**config.mk**
```make
export PLATFORM = sky130hd
export DESIGN_NAME = onehot_mux_reg
export DESIGN_NICKNAME = d
export VERILOG_FILES = /design/src/rtl/onehot_mux_reg.sv
export SDC_FILE = /design/constraint.sdc
export NUM_CORES = 1
export LEC_CHECK = 0
export ABC_AREA = 1
export CAP_MARGIN = 20
export CORE_ASPECT_RATIO = 0.75
export CORE_MARGIN = 1.5
export CORE_UTILIZATION = 33
export DETAILED_ROUTE_END_ITERATION = 10
export PLACE_DENSITY = 0.9
export SYNTH_ARGS = -nofsm -noshare
export SYNTH_HDL_FRONTEND = slang
export SYNTH_SLANG_ARGS = --single-unit
export TNS_END_PERCENT = 50
```
**constraint.sdc**
```tcl
create_clock -name clk -period 1.2 [get_ports clk]
set_clock_uncertainty 0.15 [all_clocks]
set_input_delay 0.3 -clock clk [delete_from_list [all_inputs] [get_ports clk]]
set_output_delay 0.3 -clock clk [all_outputs]
set_load 0.01 [all_outputs]
```
**src/rtl/onehot_mux_reg.sv**
```systemverilog
// One-hot select mux with a single registered, ready/valid result stage.
// Define ONEHOT_MUX_REG_ERRCNT_EN to build the saturating illegal-select counter.

module onehot_mux_reg_lane #(
  parameter int W  = 4,
  parameter int IW = 4,
  parameter int K  = 0
) (
  input  logic          sel_bit,
  input  logic [W-1:0]  din,
  output logic [W-1:0]  dout,
  output logic [IW-1:0] idx
);
  // Each lane contributes its data and constant index only when its select
  // bit is hot; the top ORs every lane together.
  assign dout = sel_bit ? din     : '0;
  assign idx  = sel_bit ? IW'(K) : '0;
endmodule

module onehot_mux_reg #(
  parameter int              N_CH    = 16,
  parameter int              W       = 4,
  parameter logic [N_CH-1:0] CH_MASK = 16'h7FFE
) (
  input  logic                                 clk,
  input  logic                                 rst_n,
  input  logic                                 in_valid,
  output logic                                 in_ready,
  input  logic                                 enable,
  input  logic [N_CH-1:0]                      sel,
  input  logic [N_CH*W-1:0]                    din,
  output logic                                 out_valid,
  input  logic                                 out_ready,
  output logic [W-1:0]                         dout,
  output logic [((N_CH > 1) ? $clog2(N_CH) : 1)-1:0] out_idx,
  output logic                                 out_err,
  input  logic                                 err_clr,
  output logic [7:0]                           err_cnt
);
  localparam int IW = (N_CH > 1) ? $clog2(N_CH) : 1;

  typedef struct packed {
    logic [W-1:0]  data;
    logic [IW-1:0] idx;
    logic          err;
  } rsp_t;

  logic [N_CH-1:0][W-1:0]  w_din_ch;
  logic [N_CH-1:0][W-1:0]  w_lane_data;
  logic [N_CH-1:0][IW-1:0] w_lane_idx;
  logic [W-1:0]            w_or_data;
  logic [IW-1:0]           w_or_idx;
  logic                    w_onehot;
  logic                    w_in_mask;
  logic                    w_pass;
  logic                    w_err;
  logic                    w_accept;
  rsp_t                    w_nxt;
  rsp_t                    r_rsp;
  logic                    r_out_valid;

  assign w_din_ch = din;

  for (genvar k = 0; k < N_CH; k++) begin : g_lane
    onehot_mux_reg_lane #(.W(W), .IW(IW), .K(k)) u_lane (
      .sel_bit (sel[k]),
      .din     (w_din_ch[k]),
      .dout    (w_lane_data[k]),
      .idx     (w_lane_idx[k])
    );
  end

  always_comb begin
    w_or_data = '0;
    w_or_idx  = '0;
    for (int k = 0; k < N_CH; k++) begin
      w_or_data = w_or_data | w_lane_data[k];
      w_or_idx  = w_or_idx  | w_lane_idx[k];
    end
  end

  // The OR of all lanes is only meaningful when exactly one populated bit is hot.
  assign w_onehot  = (sel != '0) && ((sel & (sel - N_CH'(1))) == '0);
  assign w_in_mask = (sel & ~CH_MASK) == '0;
  assign w_pass    = enable && w_onehot && w_in_mask;
  assign w_err     = enable && !(w_onehot && w_in_mask);

  always_comb begin
    w_nxt      = '0;
    w_nxt.data = w_pass ? w_or_data : '0;
    w_nxt.idx  = w_pass ? w_or_idx  : '0;
    w_nxt.err  = w_err;
  end

  assign in_ready = !r_out_valid || out_ready;
  assign w_accept = in_valid && in_ready;

  always_ff @(posedge clk or negedge rst_n) begin
    if (!rst_n) begin
      r_out_valid <= 1'b0;
      r_rsp       <= '0;
    end else if (w_accept) begin
      r_out_valid <= 1'b1;
      r_rsp       <= w_nxt;
    end else if (out_ready) begin
      r_out_valid <= 1'b0;
    end
  end

  assign out_valid = r_out_valid;
  assign dout      = r_rsp.data;
  assign out_idx   = r_rsp.idx;
  assign out_err   = r_rsp.err;

`ifdef ONEHOT_MUX_REG_ERRCNT_EN
  logic [7:0] r_err_cnt;

  // Clear wins over a same-cycle increment.
  always_ff @(posedge clk or negedge rst_n) begin
    if (!rst_n)
      r_err_cnt <= '0;
    else if (err_clr)
      r_err_cnt <= '0;
    else if (w_accept && w_err && (r_err_cnt != 8'hFF))
      r_err_cnt <= r_err_cnt + 8'd1;
  end

  assign err_cnt = r_err_cnt;
`else
  logic w_unused_err_clr;
  assign w_unused_err_clr = err_clr;
  assign err_cnt          = '0;
`endif

endmodule
```
==> results.sh <==
export IMPL_status="finished with violations"
export IMPL_violations="negative setup slack"
export IMPL_clk_pin_slew_ns=0.05
export IMPL_numCtsBuffers=3
export IMPL_fin_crit_sh_pct=133
export IMPL_ir_worst_vdd_uv=475
export IMPL_async_flop_share_pct=100
export IMPL_max_cap_violations=0
export IMPL_rr_worst_depth=6
export IMPL_yosysTopAreaCell="nand2_1"
export IMPL_crit_path_max_incr_delay_ns=0.21
export IMPL_startpoint="sel[7]"
export IMPL_cts_tree="built"
export IMPL_drc=0
export IMPL_syn_cell_area_um2=1280
export IMPL_grt_max_degree=11
export IMPL_drive_gt1_share_pct=34.4
export IMPL_synth_xor_area_share_pct=0
export IMPL_ys_seq_area_share_pct=19.5
export IMPL_period_minus_slack_ns=1.60
export IMPL_routedWlPerCell_um=15.6
export IMPL_grt_pass1_wl_mm=9.09
export IMPL_timing_hold_ws_ns=0.197
export IMPL_synth_warnings=0
export IMPL_fp_dieW_um=75.0
export IMPL_die_area_um2=4280
export IMPL_clock_sinks=10
export IMPL_report_final_hold_viol_count=0
export IMPL_hold_buffers=0
export IMPL_p_sw_share_pct=30.7
export IMPL_fin_area_um2=2620
export IMPL_synth_top_area_share_pct=27.5
export IMPL_place_congestion=0.896
export IMPL_synth_area_leaders="nand2_1, dfrtp_1, nand3_1, nor2_4, buf_4"
export IMPL_internal_power_mw=1.04
export IMPL_dr_first_iter_drc_count=148
export IMPL_cts_buffer_depth=2
export IMPL_routed_wl_mm=6.23
export IMPL_initial_core_util_pct=34.8
export IMPL_met2_usage_pct=47.9
export IMPL_required_ns=1.22
export IMPL_stdcell_count=398
export IMPL_synth_top_family_by_area="simple AND/OR/NAND/NOR gates"
export IMPL_portBuffers=95
export IMPL_nets=433
export IMPL_critPathKind="primary input to flop"
export IMPL_worstSkewPairLatency_ns=0.24
export IMPL_grt_use_total_pct=27.6
export IMPL_p_per_area_nw_per_um2=573
export IMPL_diodes=0
export IMPL_vias_per_cell=5.17
export IMPL_die_h_um=57.0
export IMPL_seqPwrFrac_pct=23.4
export IMPL_rsz0062_at_grt="true"
export IMPL_setup_viol=20
export IMPL_grt_overflow=0
export IMPL_max_freq_mhz=624
export IMPL_netlist_instances=213
export IMPL_dr_pass1_iters=5
export IMPL_worst_ep_arrival_time_ns=1.63
export IMPL_p_clk_share_pct=29.2
export IMPL_synthToLayoutAreaGrowth_pct=104
export IMPL_synth_cell_types=26
export IMPL_ff2ff_setup_slack_ns=-0.08
export IMPL_worstPathCellList="buf_2 > nor2_4 > nand2_1 > nor2_1 > nand2_1 > nand2_1 > nand2_1 > nor2_2 > nand2_2 > nor2_4 > nand3_1 > nand2_1"
export IMPL_use_met1_pct=35.6
export IMPL_dp_hpwl_mm=4.43
export IMPL_synth_seq_cells=10
export IMPL_synth_edf_count=0
export IMPL_grt_pass1_vias=2038
export IMPL_drtAntennaViolNets=0
export IMPL_fin_ws_ns=-0.401
export IMPL_r2r_end="dout[1]$_DFFE_PN0P_"
export IMPL_r2r_start="out_valid$_DFFE_PN0P_"
export IMPL_hold_class="primary input to async pin"
export IMPL_synth_simple_area_share_pct=55.3
export IMPL_setup_tns_ns=-3.57
export IMPL_use_met3_pct=4.95
export IMPL_crit_path_end_kind="flop"
export IMPL_num_rows=19
export IMPL_dr_total_vias=2059
export IMPL_top_usage_layer="met2"
export IMPL_synth_compound_area_share_pct=12.3
export IMPL_switchingPower_mw=0.460
export IMPL_power_leakage_nw=1.24
export IMPL_synth_area_per_cell_um2=6.03
export IMPL_core_um2=3680
export IMPL_drv_slew=0
export IMPL_cts_root_buffer_cell="clkbuf_8"
export IMPL_synth_adder_area_share_pct=0
export IMPL_startpoint_type="primary input"
export IMPL_antenna_found_initial=0
export IMPL_cts_max_level=1
export IMPL_critPathSlowestCell="nor2_4"
export IMPL_critPathMaxFanout=5
export IMPL_ys_flop_type="dfrtp_1"
export IMPL_crit_end="dout[1]$_DFFE_PN0P_"
export IMPL_cp_common_cell="nand2_1"
export IMPL_synth_mux_area_share_pct=0
export IMPL_place_area_um2=2450
export IMPL_pwr_share_comb_pct=47.5
export IMPL_pin_count=105
export IMPL_dp_cells=382
==> state kept, by name (all words and copies together) (netlist names) <==
name and cells:
out_valid 1, dout 4, out_err 1, out_idx 4
==> repair_timing <==
item                                    CTS  global route
pin swaps                                30            15
endpoints found under the setup margin   21            21
setup buffers                            11             0
gates cloned                              1             0
gates resized for setup                 124            26
==> cells in the mapped netlist (3+ instances only) <==
cell and n:
buf_2 4, o21ai_0 3, buf_4 8, nand2_2 4
dfrtp_1 10, inv_1 9, buf_6 4, nand2_1 94
nand4_1 9, nor2_2 7, nor2_4 6, nor2_1 16
nand3_1 14, a22o_1 5, a221oi_1 4, a21oi_1 3
==> area by class of cell <==
cell class | instances | area [um^2]
clock buffer | 4 | 55.1
timing repair buffer | 137 | 1180
multi-input combinational | 185 | 1030
sequential | 10 | 250
tap | 52 | 65.1
inverter | 10 | 37.5
fill | 269 | 1070
==> layout by cell type, fill, tap and decap left out, drive strengths merged <==
master         count
a211oi             1
a21boi             1
a21oi              3
a221oi             4
a22o               7
buf               66
clkbuf             5
clkdlybuf4s15      1
clkdlybuf4s50     67
clkinv             1
conb               8
dfrtp             10
dlygate4sd2        2
inv                9
nand2             99
nand3             14
nand4              9
nor2              30
nor3               2
nor4               2
o21ai              5
==> worst max-delay path: cells and delay by family <==
kind | cells | cell delay [ns]
AND/OR/NAND/NOR | 11 | 1.18
buffers and inverters | 1 | 0.13
==> per-stage QoR <==
stage                     worst slack (ns)  util (%)  power, mW
after floorplan                     -0.318         -      0.598
after global placement              -0.891      66.4       1.00
after detailed placement             -1.01      66.4       1.01
after CTS                           -0.251      68.3       1.45
after global routing                -0.428      71.1       1.58
final                               -0.401      71.1       1.50
==> worst min-delay path by stage <==
| stage | start | endpoint | slack, ns | depth (start not counted) |
|---|---|---|---|---|
| detailed placement | out_idx[0]$_DFFE_PN0P_ | out_idx[0]$_DFFE_PN0P_ | 0.32 | 2 |
| global placement | out_idx[0]$_DFFE_PN0P_ | out_idx[0]$_DFFE_PN0P_ | 0.32 | 2 |
| CTS | rst_n | out_idx[0]$_DFFE_PN0P_ | 0.19 | 2 |
| finish | rst_n | out_err$_DFFE_PN0P_ | 0.20 | 2 |
| floorplan | rst_n | dout[0]$_DFFE_PN0P_ | -0.15 | 0 |
| global route | rst_n | out_idx[0]$_DFFE_PN0P_ | 0.21 | 2 |
==> per-layer routing <==
layer,routed length (um),up-vias,share of wire [%]
li1,-,956,-
met2,3000,144,48
met1,2480,928,40
met3,511,31,8.2
met5,0,-,0
met4,233,0,3.7
==> power by group through the flow <==
stage / clock [mW] / combinational [mW] / sequential [mW]
6_report: 0.438 / 0.712 / 0.351
5_1_grt: 0.465 / 0.760 / 0.351
4_1_cts: 0.431 / 0.665 / 0.350
3_5_place_dp: 0 / 0.656 / 0.356
3_3_place_gp: 0 / 0.648 / 0.356
2_1_floorplan: 0 / 0.238 / 0.360
==> cells by family after synthesis <==
family                 after synthesis
AND/OR/NAND/NOR                    155
buffers and inverters               26
AO/OA/AOI/OAI                       21
flip-flops                          10
other                                1
(Power assumes the default switching activity.)
